[src/rtl/rf_pkg.sv]
// Shared register-file constants and the writeback queue entry record.
package rf_pkg;

    localparam int unsigned RIDX_W    = 4;
    localparam int unsigned NREGS     = 16;
    localparam int unsigned RF_DATA_W = 32;

    localparam logic [RIDX_W-1:0] REG_LR = 4'd14;
    localparam logic [RIDX_W-1:0] REG_PC = 4'd15;

    // Data field is sized to the widest supported W; narrower W zero-extends.
    typedef struct packed {
        logic [RIDX_W-1:0]    rd;
        logic [RF_DATA_W-1:0] data;
    } rf_entry_t;

    function automatic logic [NREGS-1:0] onehot_rd(input logic [RIDX_W-1:0] rd);
        return NREGS'(1) << rd;
    endfunction

endpackage

[src/rtl/rf_wb_fifo.sv]
// Writeback request FIFO: storage, wrapping pointers and occupancy count.
module rf_wb_fifo
    import rf_pkg::*;
#(
    parameter int unsigned DEPTH = 4
) (
    input  logic                              clock,
    input  logic                              R,
    input  logic                              i_push,
    input  logic                              i_pop,
    input  logic                              i_clear,
    input  rf_entry_t                         i_din,
    output rf_entry_t                         o_head,
    output logic [$clog2(DEPTH):0]            o_count,
    output logic [DEPTH-1:0]                  o_valid,
    output logic [DEPTH-1:0][RIDX_W-1:0]      o_rd_vec
);

    localparam int unsigned AW = $clog2(DEPTH);
    localparam int unsigned CW = AW + 1;

    rf_entry_t         r_mem [DEPTH];
    logic [AW-1:0]     r_wr_ptr;
    logic [AW-1:0]     r_rd_ptr;
    logic [CW-1:0]     r_count;
    logic [AW-1:0]     w_off;

    always_ff @(posedge clock) begin
        if (!R || i_clear) begin
            r_wr_ptr <= '0;
            r_rd_ptr <= '0;
            r_count  <= '0;
        end else begin
            if (i_push) begin
                r_mem[r_wr_ptr] <= i_din;
                r_wr_ptr        <= r_wr_ptr + AW'(1);
            end
            if (i_pop) begin
                r_rd_ptr <= r_rd_ptr + AW'(1);
            end
            case ({i_push, i_pop})
                2'b10:   r_count <= r_count + CW'(1);
                2'b01:   r_count <= r_count - CW'(1);
                default: r_count <= r_count;
            endcase
        end
    end

    assign o_head  = r_mem[r_rd_ptr];
    assign o_count = r_count;

    // A slot is resident when its distance from the read pointer is below the count.
    always_comb begin
        o_valid  = '0;
        o_rd_vec = '0;
        w_off    = '0;
        for (int i = 0; i < int'(DEPTH); i++) begin
            w_off       = AW'(i) - r_rd_ptr;
            o_valid[i]  = CW'(w_off) < r_count;
            o_rd_vec[i] = r_mem[i].rd;
        end
    end

endmodule

[src/rtl/rf_writeback_ctrl.sv]
// Register-file writeback controller: queued writes, R14/R15 steering, link bypass.
module rf_writeback_ctrl
    import rf_pkg::*;
#(
    parameter int unsigned DEPTH = 4,
    parameter int unsigned W     = 32
) (
    input  logic                     clock,
    input  logic                     R,
    input  logic                     wb_valid,
    output logic                     wb_ready,
    input  logic [3:0]               wb_rd,
    input  logic [W-1:0]             wb_data,
    input  logic                     bl_valid,
    input  logic [W-1:0]             bl_pc4,
    input  logic                     hold,
    input  logic                     flush,
    output logic                     rf_ld,
    output logic [3:0]               rf_rw,
    output logic [W-1:0]             rf_pw,
    output logic                     rf_bl,
    output logic [W-1:0]             rf_pc4,
    output logic [15:0]              busy_mask,
    output logic [$clog2(DEPTH):0]   count,
    output logic                     drop_pulse
);

    localparam int unsigned CW = $clog2(DEPTH) + 1;

    rf_entry_t                     w_din;
    rf_entry_t                     w_head;
    logic [CW-1:0]                 w_count;
    logic [DEPTH-1:0]              w_valid;
    logic [DEPTH-1:0][RIDX_W-1:0]  w_rd_vec;
    logic                          w_push;
    logic                          w_deq;
    logic                          w_head_pc;
    logic                          w_link_wins;

    assign w_din.rd   = wb_rd;
    assign w_din.data = RF_DATA_W'(wb_data);

    rf_wb_fifo #(
        .DEPTH (DEPTH)
    ) u_fifo (
        .clock    (clock),
        .R        (R),
        .i_push   (w_push),
        .i_pop    (w_deq),
        .i_clear  (flush),
        .i_din    (w_din),
        .o_head   (w_head),
        .o_count  (w_count),
        .o_valid  (w_valid),
        .o_rd_vec (w_rd_vec)
    );

    assign wb_ready = R && (w_count < CW'(DEPTH)) && !flush;
    assign w_push   = wb_valid && wb_ready;
    assign w_deq    = R && (w_count != '0) && !hold && !flush;

    // R15 belongs to the PC path; a same-cycle link supersedes a queued R14 write.
    assign w_head_pc   = (w_head.rd == REG_PC);
    assign w_link_wins = (w_head.rd == REG_LR) && bl_valid;

    assign rf_ld      = w_deq && !w_head_pc && !w_link_wins;
    assign drop_pulse = w_deq && (w_head_pc || w_link_wins);
    assign rf_rw      = w_head.rd;
    assign rf_pw      = W'(w_head.data);
    assign count      = w_count;

    assign rf_bl  = bl_valid;
    assign rf_pc4 = bl_pc4;

    always_comb begin
        busy_mask = '0;
        for (int i = 0; i < int'(DEPTH); i++) begin
            if (w_valid[i] && (w_rd_vec[i] != REG_PC)) begin
                busy_mask = busy_mask | onehot_rd(w_rd_vec[i]);
            end
        end
    end

endmodule

[config.mk]
export PLATFORM = sky130hd
export DESIGN_NAME = rf_writeback_ctrl
export DESIGN_NICKNAME = d
export VERILOG_FILES = /design/src/rtl/rf_pkg.sv /design/src/rtl/rf_wb_fifo.sv /design/src/rtl/rf_writeback_ctrl.sv
export SDC_FILE = /design/constraint.sdc
export NUM_CORES = 1
export LEC_CHECK = 0
export ABC_AREA = 1
export CORE_MARGIN = 5
export CORE_UTILIZATION = 42
export DETAILED_ROUTE_END_ITERATION = 16
export HOLD_SLACK_MARGIN = 0.02
export PLACE_DENSITY = 0.79
export SYNTH_ARGS = -nofsm -noshare
export SYNTH_HDL_FRONTEND = slang
export SYNTH_SLANG_ARGS = --single-unit
export TNS_END_PERCENT = 1
[constraint.sdc]
create_clock -name clock -period 5.1 [get_ports clock]
set_input_delay 1.275 -clock clock [delete_from_list [all_inputs] [get_ports clock]]
set_output_delay 1.275 -clock clock [all_outputs]
set_load 0.01 [all_outputs]
==> impl_metrics.yaml, run 1 <==
setup_path:
  crit_chain: "clkdlybuf4s50_1, nand2_2, nor2_1, nand2_1, nor2_1, clkdlybuf4s50_1"
  crit_path_max_incr_delay_ns: 0.56
  required_ns: 3.83
  ff2ff_setup_slack_ns: 2.92
  slowest_stage: "clkdlybuf4s50_1"
  start_kind: "input port"
  worstPathMaxFanout: 10
  critPathCaptureType: "output pin"
  crit_type: "in -> out"
  critPathArrivalTime_ns: 2.90
routing:
  drtAntennaViolNets: 0
  initialDrtViolationCount: 332
  totalWireLength_mm: 16.8
  vias_per_cell: 5.20
  drc: 0
  wire_per_inst_microns: 17.1
  drtPass1Iterations: 5
  num_vias: 5123
sta:
  fin_skew_ns: 0.0121
  slew_headroom_pct: 51.9
  rsz0062_at_grt: "no"
  fin_crit_sh_pct: 81.8
  maxSlewViolCount: 0
  worst_pin_slew_ns: 0.722
  min_period_ns: 4.17
  final_hold_viol_count: 0
  fin_tns_setup_ns: 0
  fmax_ghz: 0.240
  setup_violations: 0
layout:
  multi_input_area_sq_um: 2100
  final_common_cell: "edfxtp_1"
  seq_area_sq_um: 4510
  fin_cells: 986
  n_antenna_cell: 0
  drive_gt1_share_pct: 9.46
  nets: 832
  fill_cells: 1528
  layout_common_cells: "edfxtp_1, nor2_1, clkdlybuf4s50_1"
  area_delta_synth_final_pct: 20.7
floorplan:
  die_w_microns: 141
  rows: 48
  start_util_pct: 42.2
  num_io_pins: 165
  die-area_sq_um: 19900
  core_sq_um: 17100
  die_h_microns: 141
clock_network:
  cts_buffer_depth: 2
  htreeDepth: 4
  cts.sink_count: 153
  ctsHoldBuffers: 0
  clkSlewWorstSetupHoldPaths_ns: 0.06
  cts_buffers: 17
  insertion_delay_ns: 0.42
  cts_resized: 0
  post-cts-setup-buffers: 0
  cts.root.buffer_cell: "clkbuf_16"
  cts_tree: "built"
placement:
  dp_hpwl_mm: 11.0
  routabilityCongestion: 0.951
  io_buffer_count: 99
  placed_cells_incl_taps: 954
logic_synthesis:
  synth_fa_ha_area_share_pct: 1.83
  ys_seq_elements: 153
  synth_area_leaders: "edfxtp_1, nor2_1, buf_4, nand3_1, nand2_1"
  synth.mux.area_fraction_pct: 0
  synth_top_area_share_pct: 59.8
  yosysWarnings: 0
  synth_cells: 685
  synth_fp_nets: 769
  avgSynthCellArea_sq_um: 10.6
  synth_area_leader_cell: "edfxtp_1"
  synthSimpleGateAreaFrac_pct: 17.7
  synth_cell_types: 36
  synth-xor-area-share_pct: 0.242
  synth_top_family_by_area: "simple AND/OR/NAND/NOR gates"
  ys_seq_area_share_pct: 62.3
  syn_area_sq_um: 7230
  synth_compound_area_share_pct: 8.83
worst_hold_path:
  hold_class: "reg -> reg"
grt:
  grt_pass1_vias: 5067
  overflow: 0
  antenna_found_initial: 0
  grt_max_degree: 71
  grtUsageTotal_pct: 17.3
  grt_pass1_wl_mm: 26.6
power:
  peakVddDrop_uv: 237
  powerDensity_nw_per_um2: 310
  leakagePower_nw: 3.13
run_status:
  status: "finished clean"
run:
  timing.max_cap.violations: 0
[worst paths after layout]
check	startpoint	to	cells after the start
worst max-delay path	R	drop_pulse	6
worst min-delay path	u_fifo.o_count[1]	u_fifo.o_count[1]	2
worst max register to register	u_fifo.o_count[2]	u_fifo.o_count[2]	11
worst min register to register	u_fifo.o_count[1]	u_fifo.o_count[1]	2
[cell type report]
type	count	area share, %
well taps	225	3.23
inverters	58	2.58
multi-input cells	411	24.1
clock inverters	14	1.56
flip-flops and latches	153	51.6
repair buffers	107	12.0
clock buffers	18	4.92
[flip-flops by register name (all words and copies together), names as in the netlist, named ones only]
name and cells:
u_fifo.r_wr_ptr 2, u_fifo.r_rd_ptr 2, u_fifo.o_count 3, u_fifo.r_mem 144
[kinds of logic after synthesis]
kind of cell,Yosys count
fa+ha+maj,10
simple gates,285
other cells,1
buf+inv,121
xor+xnor,2
flops,153
compound gates,113
[layer usage]
metal | track usage, % | share of wire [%]
met3 | 4.51 | 7.1
met5 | 0 | 0
met1 | 21.9 | 42
met4 | 7.90 | 3.0
met2 | 27.8 | 48
[critical path, delay by kind of cell]
family	cells	cell delay (ns)
buffers and inverters	2	1.04
and+or+nand+nor	4	0.57
[power breakdown]
part,internal (mW),switching [mW]
sequential,1.39,0.00561
combinational,0.0613,0.0623
clock,0.684,0.506
total,2.13,0.574
[through the flow]
step | total power [mW] | utilization (%) | setup WS (ns) | area, sq um | hold slack (ns)
2_1_floorplan | 1.49 | - | 1.40 | 7230 | 0.498
3_3_place_gp | 1.54 | 47.7 | 0.878 | 8160 | 0.502
3_5_place_dp | 1.54 | 47.7 | 0.880 | 8160 | 0.507
4_1_cts | 2.73 | 51.0 | 0.872 | 8730 | 0.513
5_1_grt | 2.79 | 51.0 | 0.704 | 8730 | 0.573
6_report | 2.70 | 51.0 | 0.930 | 8730 | 0.521
[cells in the mapped netlist]
library cell  count
nand3_2           5
nor2_2            6
o22ai_1          32
nand2_4           1
a21oi_4           1
buf_4            38
ha_1              9
conb_1            1
clkbuf_1          8
buf_2            11
edfxtp_1        144
inv_6             1
nor2_1          122
a21oi_1           5
nand2_2           8
nand4_1          19
clkbuf_2          1
o21ai_1          22
nand3_1          50
or2_1             2
a21oi_2           1
inv_4             1
fa_1              1
a21boi_2          1
dfxtp_1           9
nor3_1            9
o21ai_0          46
nor2_4            1
nand2_1          62
a211oi_1          3
buf_6             5
a31oi_1           1
o211ai_1          1
inv_1            52
inv_2             4
xor2_1            2
Note: power is estimated with default switching activity, not from simulation.
==> inputs of run 2 (changes only) <==
- clock period: 5.1 -> 4 ns (I/O delays scaled with it)
==> impl_metrics.yaml, run 2 (same netlist as run 1, synthesis figures left out) <==
setup_path:
  critPathCaptureType: "output pin"
  worstPathMaxFanout: 4
  required_ns: 3.00
  rr_startpoint: "u_fifo.o_count[2]"
  r2r-end: "u_fifo.o_count[2]"
  crit_type: "reg -> out"
  ff2ff_setup_slack_ns: 1.81
  start_kind: "register"
  reg2reg_depth: 11
  critPathArrivalTime_ns: 2.66
sta:
  rsz0062_at_grt: "no"
  timing.final.ws_setup_ns: 0.337
  fin_tns_setup_ns: 0
  fin_crit_sh_pct: 91.6
  fin_skew_ns: 0.00726
  setup_violations: 0
  worst_pin_slew_ns: 0.596
  fmax_ghz: 0.273
  final_hold_viol_count: 0
  maxSlewViolCount: 0
  slew_headroom_pct: 60.1
  min_period_ns: 3.66
floorplan:
  core_sq_um: 17100
  die-area_sq_um: 19900
  die_h_microns: 141
  rows: 48
  num_io_pins: 165
  start_util_pct: 42.2
  die_w_microns: 141
grt:
  overflow: 0
  grt_max_degree: 40
  grt_pass1_wl_mm: 26.5
  grt_pass1_vias: 5143
  antenna_found_initial: 0
  grtUsageTotal_pct: 17.3
layout:
  area_delta_synth_final_pct: 21.4
  drive_gt1_share_pct: 9.70
  fill_cells: 1532
  largest_reg_flops: 144
  layout_common_cells: "edfxtp_1, nor2_1, clkdlybuf4s50_1"
  fin_cells: 988
  final_common_cell: "edfxtp_1"
  nets: 834
  regMostFlops: "u_fifo.r_mem"
  n_antenna_cell: 0
worst_hold_path:
  hold_end: "u_fifo.o_count[1]"
  hold_depth: 2
  min_from: "u_fifo.o_count[1]"
  hold_class: "reg -> reg"
clock_network:
  cts_resized: 0
  post-cts-setup-buffers: 0
  cts_buffers: 17
  htreeDepth: 4
  cts.sink_count: 153
  ctsHoldBuffers: 0
  cts.root.buffer_cell: "clkbuf_16"
  cts_tree: "built"
  cts_buffer_depth: 2
  clkSlewWorstSetupHoldPaths_ns: 0.06
  insertion_delay_ns: 0.41
routing:
  dr.max_layer_used: "met4"
  initialDrtViolationCount: 381
  totalWireLength_mm: 16.9
  drtPass1Iterations: 6
  wl_met3_mm: 1.20
  vias_per_cell: 5.19
  drc: 0
  wl_met2_mm: 8.38
  num_vias: 5129
  drtAntennaViolNets: 0
  wire_per_inst_microns: 17.1
  m1WireLength_mm: 6.84
placement:
  routabilityCongestion: 0.903
  io_buffer_count: 99
  pre_cts_slack_ns: 0.367
  dp_hpwl_mm: 11.2
  placed_cells_incl_taps: 956
run_status:
  status: "finished clean"
power:
  clock_power_share_pct: 44.3
  p_int_mw: 2.77
  swShare_pct: 20.3
  leakagePower_nw: 3.15
  peakVddDrop_uv: 311
  seq_power_share_pct: 51.1
  powerDensity_nw_per_um2: 395
  combPwrFrac_pct: 4.6
  p_sw_uw: 704
run:
  timing.max_cap.violations: 0
==> run 2: cell count changes in the layout (fill, tap and decap cells not counted), sizes merged <==
cell	delta
clkinv	+4
buf	+2
bufinv	+1
inv	-4
clkinvlp	-1
==> run 2: power groups by stage <==
stage	Combinational, mW	Clock [mW]	Sequential [mW]
final	0.159	1.54	1.77
after global routing	0.175	1.64	1.77
after CTS	0.162	1.57	1.77
after detailed placement	0.160	0	1.81
after global placement	0.158	0	1.81
after floorplan	0.0918	0	1.81
==> run 2: cell type report <==
class / count / area [sq um] / area share (%)
sequential: 153 / 4510 / 51.3
multi-input combinational: 411 / 2100 / 23.9
timing repair buffer: 109 / 1090 / 12.4
clock buffer: 18 / 429 / 4.89
tap: 225 / 282 / 3.21
inverter: 58 / 225 / 2.57
clock inverter: 14 / 146 / 1.67
==> run 2: worst max path at each step <==
stage | end | cells past startpoint | from | slack, ns
2_1_floorplan | u_fifo.r_mem[0][0] | 5 | flush | 0.57
5_1_grt | busy_mask[11] | 10 | u_fifo.r_rd_ptr[0] | 0.06
6_report | busy_mask[11] | 10 | u_fifo.r_rd_ptr[0] | 0.34
4_1_cts | busy_mask[11] | 10 | u_fifo.r_rd_ptr[0] | 0.29
3_3_place_gp | rf_ld | 8 | R | 0.39
3_5_place_dp | rf_ld | 8 | R | 0.37
==> run 2: routing by layer <==
metal / global-route usage (%) / vias to the layer above
li1: - / 2496
met1: 20.3 / 2413
met2: 29.4 / 176
met3: 4.88 / 44
met4: 7.60 / 0
met5: 0 / -
==> run 2: through the flow <==
| step | hold WS (ns) | instance area, sq um | util, % | power, mW |
|---|---|---|---|---|
| floorplan | 0.498 | 7230 | - | 1.90 |
| global route | 0.560 | 8780 | 51.3 | 3.59 |
| detailed placement | 0.514 | 8200 | 47.9 | 1.97 |
| CTS | 0.521 | 8780 | 51.3 | 3.50 |
| finish | 0.516 | 8780 | 51.3 | 3.47 |
| global placement | 0.495 | 8200 | 47.9 | 1.96 |
==> run 2: critical path: stages, from the launching register on <==
cell,delay (ns)
dfxtp_1,0.38
xor2_1,0.26
inv_1,0.08
ha_1,0.27
inv_1,0.07
nor2_2,0.05
nand2_2,0.11
nand4_1,0.18
or2_1,0.26
nand2_1,0.07
clkdlybuf4s50_1,0.53
